**src/rtl/pipelined_addsub.sv**
```systemverilog
// Purpose: WIDTH-bit add/subtract split into STAGES carry-chained chunks, with tag and ALU flags.
// Latency: STAGES cycles from accept to out_valid; throughput one operation per cycle.
// Backpressure: whole pipeline holds when out_valid & ~out_ready; in_ready = out_ready | ~out_valid.
module pipelined_addsub #(
  parameter int WIDTH  = 32,
  parameter int STAGES = 4,
  parameter int TAG_W  = 5
) (
  input  logic             clk,
  input  logic             rst_n,
  input  logic             in_valid,
  output logic             in_ready,
  input  logic [WIDTH-1:0] inp1,
  input  logic [WIDTH-1:0] inp2,
  input  logic             cin,
  input  logic             sub,
  input  logic [TAG_W-1:0] tag_in,
  output logic             out_valid,
  input  logic             out_ready,
  output logic [WIDTH-1:0] sum,
  output logic             cout,
  output logic             overflow,
  output logic             zero,
  output logic [TAG_W-1:0] tag_out
);

  localparam int CHUNK = WIDTH / STAGES;

  // Per-stage registers. Operand copies carry the not-yet-processed bits forward,
  // s_q accumulates the result bits already resolved by earlier stages.
  logic [STAGES-1:0]             v_q;
  logic [STAGES-1:0][WIDTH-1:0]  a_q;
  logic [STAGES-1:0][WIDTH-1:0]  b_q;
  logic [STAGES-1:0][WIDTH-1:0]  s_q;
  logic [STAGES-1:0]             c_q;
  logic [STAGES-1:0][TAG_W-1:0]  t_q;
  logic                          ovf_q;
  logic                          zero_q;

  // Values presented to each stage's adder (stage 0 sees conditioned inputs).
  logic [STAGES-1:0]             v_in;
  logic [STAGES-1:0][WIDTH-1:0]  a_in;
  logic [STAGES-1:0][WIDTH-1:0]  b_in;
  logic [STAGES-1:0][WIDTH-1:0]  s_in;
  logic [STAGES-1:0]             c_in;
  logic [STAGES-1:0][TAG_W-1:0]  t_in;

  // Adder results per stage.
  logic [STAGES-1:0][WIDTH-1:0]  s_nxt;
  logic [STAGES-1:0]             c_nxt;
  logic                          ch;
  logic                          cmsb;
  logic                          ovf_nxt;
  logic                          zero_nxt;

  logic                          en;

  // Single global advance: any stall at the output freezes every stage, so order is strictly FIFO.
  assign en       = out_ready | ~out_valid;
  assign in_ready = en;

  // Route inputs: stage 0 takes the conditioned operands, later stages take their predecessor.
  always_comb begin
    v_in    = '0;
    a_in    = '0;
    b_in    = '0;
    s_in    = '0;
    c_in    = '0;
    t_in    = '0;
    v_in[0] = in_valid;
    a_in[0] = inp1;
    b_in[0] = sub ? ~inp2 : inp2;
    s_in[0] = '0;
    c_in[0] = sub ? ~cin : cin;
    t_in[0] = tag_in;
    for (int k = 1; k < STAGES; k++) begin
      v_in[k] = v_q[k-1];
      a_in[k] = a_q[k-1];
      b_in[k] = b_q[k-1];
      s_in[k] = s_q[k-1];
      c_in[k] = c_q[k-1];
      t_in[k] = t_q[k-1];
    end
  end

  // Ripple-add chunk k in stage k; remember the carry entering the MSB for the overflow flag.
  always_comb begin
    s_nxt = '0;
    c_nxt = '0;
    ch    = 1'b0;
    cmsb  = 1'b0;
    for (int k = 0; k < STAGES; k++) begin
      ch       = c_in[k];
      s_nxt[k] = s_in[k];
      for (int i = 0; i < CHUNK; i++) begin
        if (k * CHUNK + i == WIDTH - 1) begin
          cmsb = ch;
        end
        s_nxt[k][k*CHUNK+i] = a_in[k][k*CHUNK+i] ^ b_in[k][k*CHUNK+i] ^ ch;
        ch = (a_in[k][k*CHUNK+i] & b_in[k][k*CHUNK+i]) |
             (ch & (a_in[k][k*CHUNK+i] ^ b_in[k][k*CHUNK+i]));
      end
      c_nxt[k] = ch;
    end
    ovf_nxt  = cmsb ^ c_nxt[STAGES-1];
    zero_nxt = ~|s_nxt[STAGES-1];
  end

  // Shift all stages together on en; bubbles only move the valid bit, data holds.
  always_ff @(posedge clk or negedge rst_n) begin
    if (!rst_n) begin
      v_q    <= '0;
      a_q    <= '0;
      b_q    <= '0;
      s_q    <= '0;
      c_q    <= '0;
      t_q    <= '0;
      ovf_q  <= 1'b0;
      zero_q <= 1'b0;
    end else if (en) begin
      v_q <= v_in;
      for (int k = 0; k < STAGES; k++) begin
        if (v_in[k]) begin
          a_q[k] <= a_in[k];
          b_q[k] <= b_in[k];
          s_q[k] <= s_nxt[k];
          c_q[k] <= c_nxt[k];
          t_q[k] <= t_in[k];
        end
      end
      if (v_in[STAGES-1]) begin
        ovf_q  <= ovf_nxt;
        zero_q <= zero_nxt;
      end
    end
  end

  assign out_valid = v_q[STAGES-1];
  assign sum       = s_q[STAGES-1];
  assign cout      = c_q[STAGES-1];
  assign overflow  = ovf_q;
  assign zero      = zero_q;
  assign tag_out   = t_q[STAGES-1];

endmodule
```
**config.mk**
```make
export PLATFORM = sky130hd
export DESIGN_NAME = pipelined_addsub
export DESIGN_NICKNAME = d
export VERILOG_FILES = /design/src/rtl/pipelined_addsub.sv
export SDC_FILE = /design/constraint.sdc
export NUM_CORES = 1
export LEC_CHECK = 0
export ABC_AREA = 1
export BUFFER_PORTS_ARGS = -buffer_cell sky130_fd_sc_hd__buf_2
export CORE_UTILIZATION = 60
export CTS_BUF_LIST = sky130_fd_sc_hd__clkbuf_8
export DETAILED_ROUTE_END_ITERATION = 12
export HOLD_SLACK_MARGIN = 0.08
export PLACE_DENSITY = 0.79
export SETUP_SLACK_MARGIN = 0.1
export SLEW_MARGIN = 5
export SYNTH_ARGS = -nofsm -noshare
export SYNTH_HDL_FRONTEND = slang
export SYNTH_SLANG_ARGS = --single-unit
```
**constraint.sdc**
```tcl
create_clock -name clk -period 4.3 [get_ports clk]
set_input_delay 0.43 -clock clk [delete_from_list [all_inputs] [get_ports clk]]
set_output_delay 0.43 -clock clk [all_outputs]
set_load 0.01 [all_outputs]
```
==> flow_metrics.py <==
metrics = {
    "run_status": {
        "outcome": "completed",
    },
    "sta": {
        "relSlewSlack_pct": 30.7,
        "tns_ns": 0,
        "grt_setup_unrepaired": "false",
        "finalHoldViolations": 0,
        "slew_viol_final": 0,
        "fmax_mhz": 252,
        "setup_viol": 0,
        "worst_slew_pin_slew_ns": 1.04,
        "fin_crit_sh_pct": 92.2,
        "setup_slack_ns": 0.335,
        "hold_ws_ns": 0.0966,
        "fin_crit_ns": 3.96,
        "skew_ns": 0.00654,
    },
    "global_route": {
        "grt.total_usage_pct": 23.3,
        "grt_pass1_vias": 5655,
        "grt_start_max_net_pins": 124,
        "antenna_found_initial": 1,
        "grt_pass1_wl_um": 27400,
        "grt_overflow": 0,
    },
    "die": {
        "io_pins": 117,
        "start_util_pct": 62.2,
        "core_um2": 14000,
        "dieHeight_um": 123,
        "placementRows": 43,
        "die_w_um": 123,
        "dieArea_um2": 15000,
    },
    "worst_setup_path": {
        "critPathArrivalTime_ns": 4.38,
        "cp_cell_sequence": "fa_1 -> fa_1 -> fa_1 -> fa_1 -> inv_1 -> fa_1 -> inv_1 -> fa_1 -> fa_1 -> inv_1 -> fa_1 -> inv_1 -> nor2_1 -> nand2_1 -> nor2_1 -> nand3_1 -> o21bai_1",
        "crit_required_ns": 4.72,
        "cpMostUsedCell": "fa_1",
        "cp_top_family": "adder cells",
        "end_kind": "flop",
        "startpoint_type": "flop",
        "critical_path.slowest_cell": "fa_1",
        "crit_fanout": 2,
        "cp_num_buf_inv": 4,
        "criticalPathCategory": "reg -> reg",
        "cp_slowest_stage_delay_ns": 0.44,
    },
    "clocking": {
        "post-cts-setup-buffers": 0,
        "numCtsBuffers": 31,
        "cts_max_level": 1,
        "clock-sinks": 206,
        "clock-root-buffer": "clkbuf_8",
        "clk_pin_slew_ns": 0.06,
        "worstSkewPairLatency_ns": 0.53,
        "cts_tree": "built",
        "cts_buffer_depth": 3,
    },
    "routing": {
        "routedLengthMet1_um": 8160,
        "antenna_left": 0,
        "first_pass_iters": 4,
        "wl_um": 16300,
        "drtIter0Drc": 358,
        "drcViolationCount": 0,
        "viasPerCell": 4.96,
        "drt-wirelength-per-cell_um": 14.0,
        "wl_met2_um": 7400,
        "vias": 5777,
        "wl_met3_um": 632,
        "highest_layer": "met4",
    },
    "logic_synthesis": {
        "syn-num-nets": 948,
        "yosys-top-cells-area": "dfrtp_1, nand2_1, fa_1",
        "synth_top_area_share_pct": 59.0,
        "yosysWarnings": 0,
        "ys_seq_area_share_pct": 59.0,
        "avgSynthCellArea_um2": 10.4,
        "netlist_instances": 841,
        "synth_area_um2": 8730,
        "yosys.area.top_type": "dfrtp_1",
        "ys_types": 20,
        "synth.ff_latch_count": 206,
    },
    "layout": {
        "final_cells": 1165,
        "layout-drive-gt1-share_pct": 17.1,
        "final_nets": 1073,
        "fin_util_pct": 71.8,
        "stdcell_area_um2": 10100,
        "area.growth.synth_to_final_pct": 15.4,
        "antenna_cells": 0,
    },
    "placed_design": {
        "placed_cells": 1101,
        "dpl_worst_slack_ns": 0.204,
        "dp_hpwl_um": 11100,
        "placed_cell_area_um2": 9360,
        "portBuffers": 116,
        "gp_congestion": 0.746,
    },
    "job": {
        "maxCapViolations": 0,
    },
    "worst_hold_path": {
        "hold_path_class": "in -> reg",
    },
    "power": {
        "irDropWorstVdd_mv": 0.308,
        "power.density_nw_per_um2": 715,
        "power.total_mw": 7.20,
        "p_leak_nw": 5.17,
    },
}
==> path summary, 6_finish.rpt <==
check	start	to	slack (ns)	depth (start not counted)
min in group asynchronous	rst_n	c_q[0]$_DFFE_PN0P_	0.59	2
min reg2reg	sum[12]$_DFFE_PN0P_	sum[12]$_DFFE_PN0P_	0.48	2
max	a_in[120]$_DFFE_PN0P_	zero$_DFFE_PN0P_	0.34	17
max reg2reg	a_in[120]$_DFFE_PN0P_	zero$_DFFE_PN0P_	0.34	17
min	inp1[24]	a_in[56]$_DFFE_PN0P_	0.1	3
max in group asynchronous	rst_n	sum[23]$_DFFE_PN0P_	2.68	3
==> registers in the layout (all words and copies together), names as in the netlist, 4 cells and up <==
signal	flops
b_in	48
s_in	48
a_in	48
c_q	4
tag_out	5
t_in	15
sum	32
v_q	4
==> cells by family (layout without fill, tap and decap cells) <==
| family | Yosys count | after routing | synth area share, % |
|---|---|---|---|
| fa+ha+maj | 32 | 32 | 7.34 |
| flops | 206 | 206 | 59.0 |
| buf+inv | 121 | 265 | 6.20 |
| mux | 29 | 29 | 3.74 |
| simple gates | 282 | 282 | 12.4 |
| xor+xnor | 34 | 34 | 3.41 |
| compound gates | 137 | 137 | 7.88 |
==> worst min-delay path: cells and delay by family <==
family	cells	cell delay, ns
buf+inv	1	0.07
simple gates	2	0.10
==> synth_stat cells (all sizes together) <==
cell type,count
nand2,216
dfrtp,206
o21ai,94
inv,78
nor2,61
a21oi,42
buf,33
fa,32
xnor2,30
mux2,29
clkbuf,10
nand3,5
xor2,4
o21bai,1
==> cell type report <==
type / instances / area, um2
Clock buffer: 37 / 509
Tap cell: 180 / 225
Clock inverter: 15 / 83.8
Inverter: 78 / 293
Timing Repair Buffer: 135 / 774
Sequential cell: 206 / 5150
Fill cell: 1050 / 3970
Multi-Input combinational cell: 514 / 3040
==> where the power goes <==
part	total, mW	internal (mW)	switching [mW]
clock network	1.51	0.828	0.682
logic	2.39	0.970	1.42
registers	3.30	2.80	0.499
total	7.20	4.60	2.60
==> layer usage <==
layer | up-vias | track usage [%]
met2 | 121 | 35.0
met3 | 8 | 3.21
li1 | 2864 | -
met1 | 2784 | 36.3
met4 | 0 | 5.79
met5 | - | 0
==> cell usage in the layout (no fill, tap or decap), types with 5 or more instances in the layout <==
cell type,instances
a21oi_1,42
buf_2,115
buf_4,6
clkbuf_8,38
dfrtp_1,206
dlygate4sd3_1,12
fa_1,32
inv_1,90
mux2_1,29
nand2_1,211
nand3_1,5
nor2_1,61
o21ai_0,75
o21ai_1,19
xnor2_1,30
==> timing repair <==
action | in CTS | in global routing
gates resized for setup | 0 | 0
hold endpoints to repair | 29 | 0
hold buffers | 12 | 0
endpoints found under the setup margin | 0 | 0
Power figures use the tool's default switching activity.
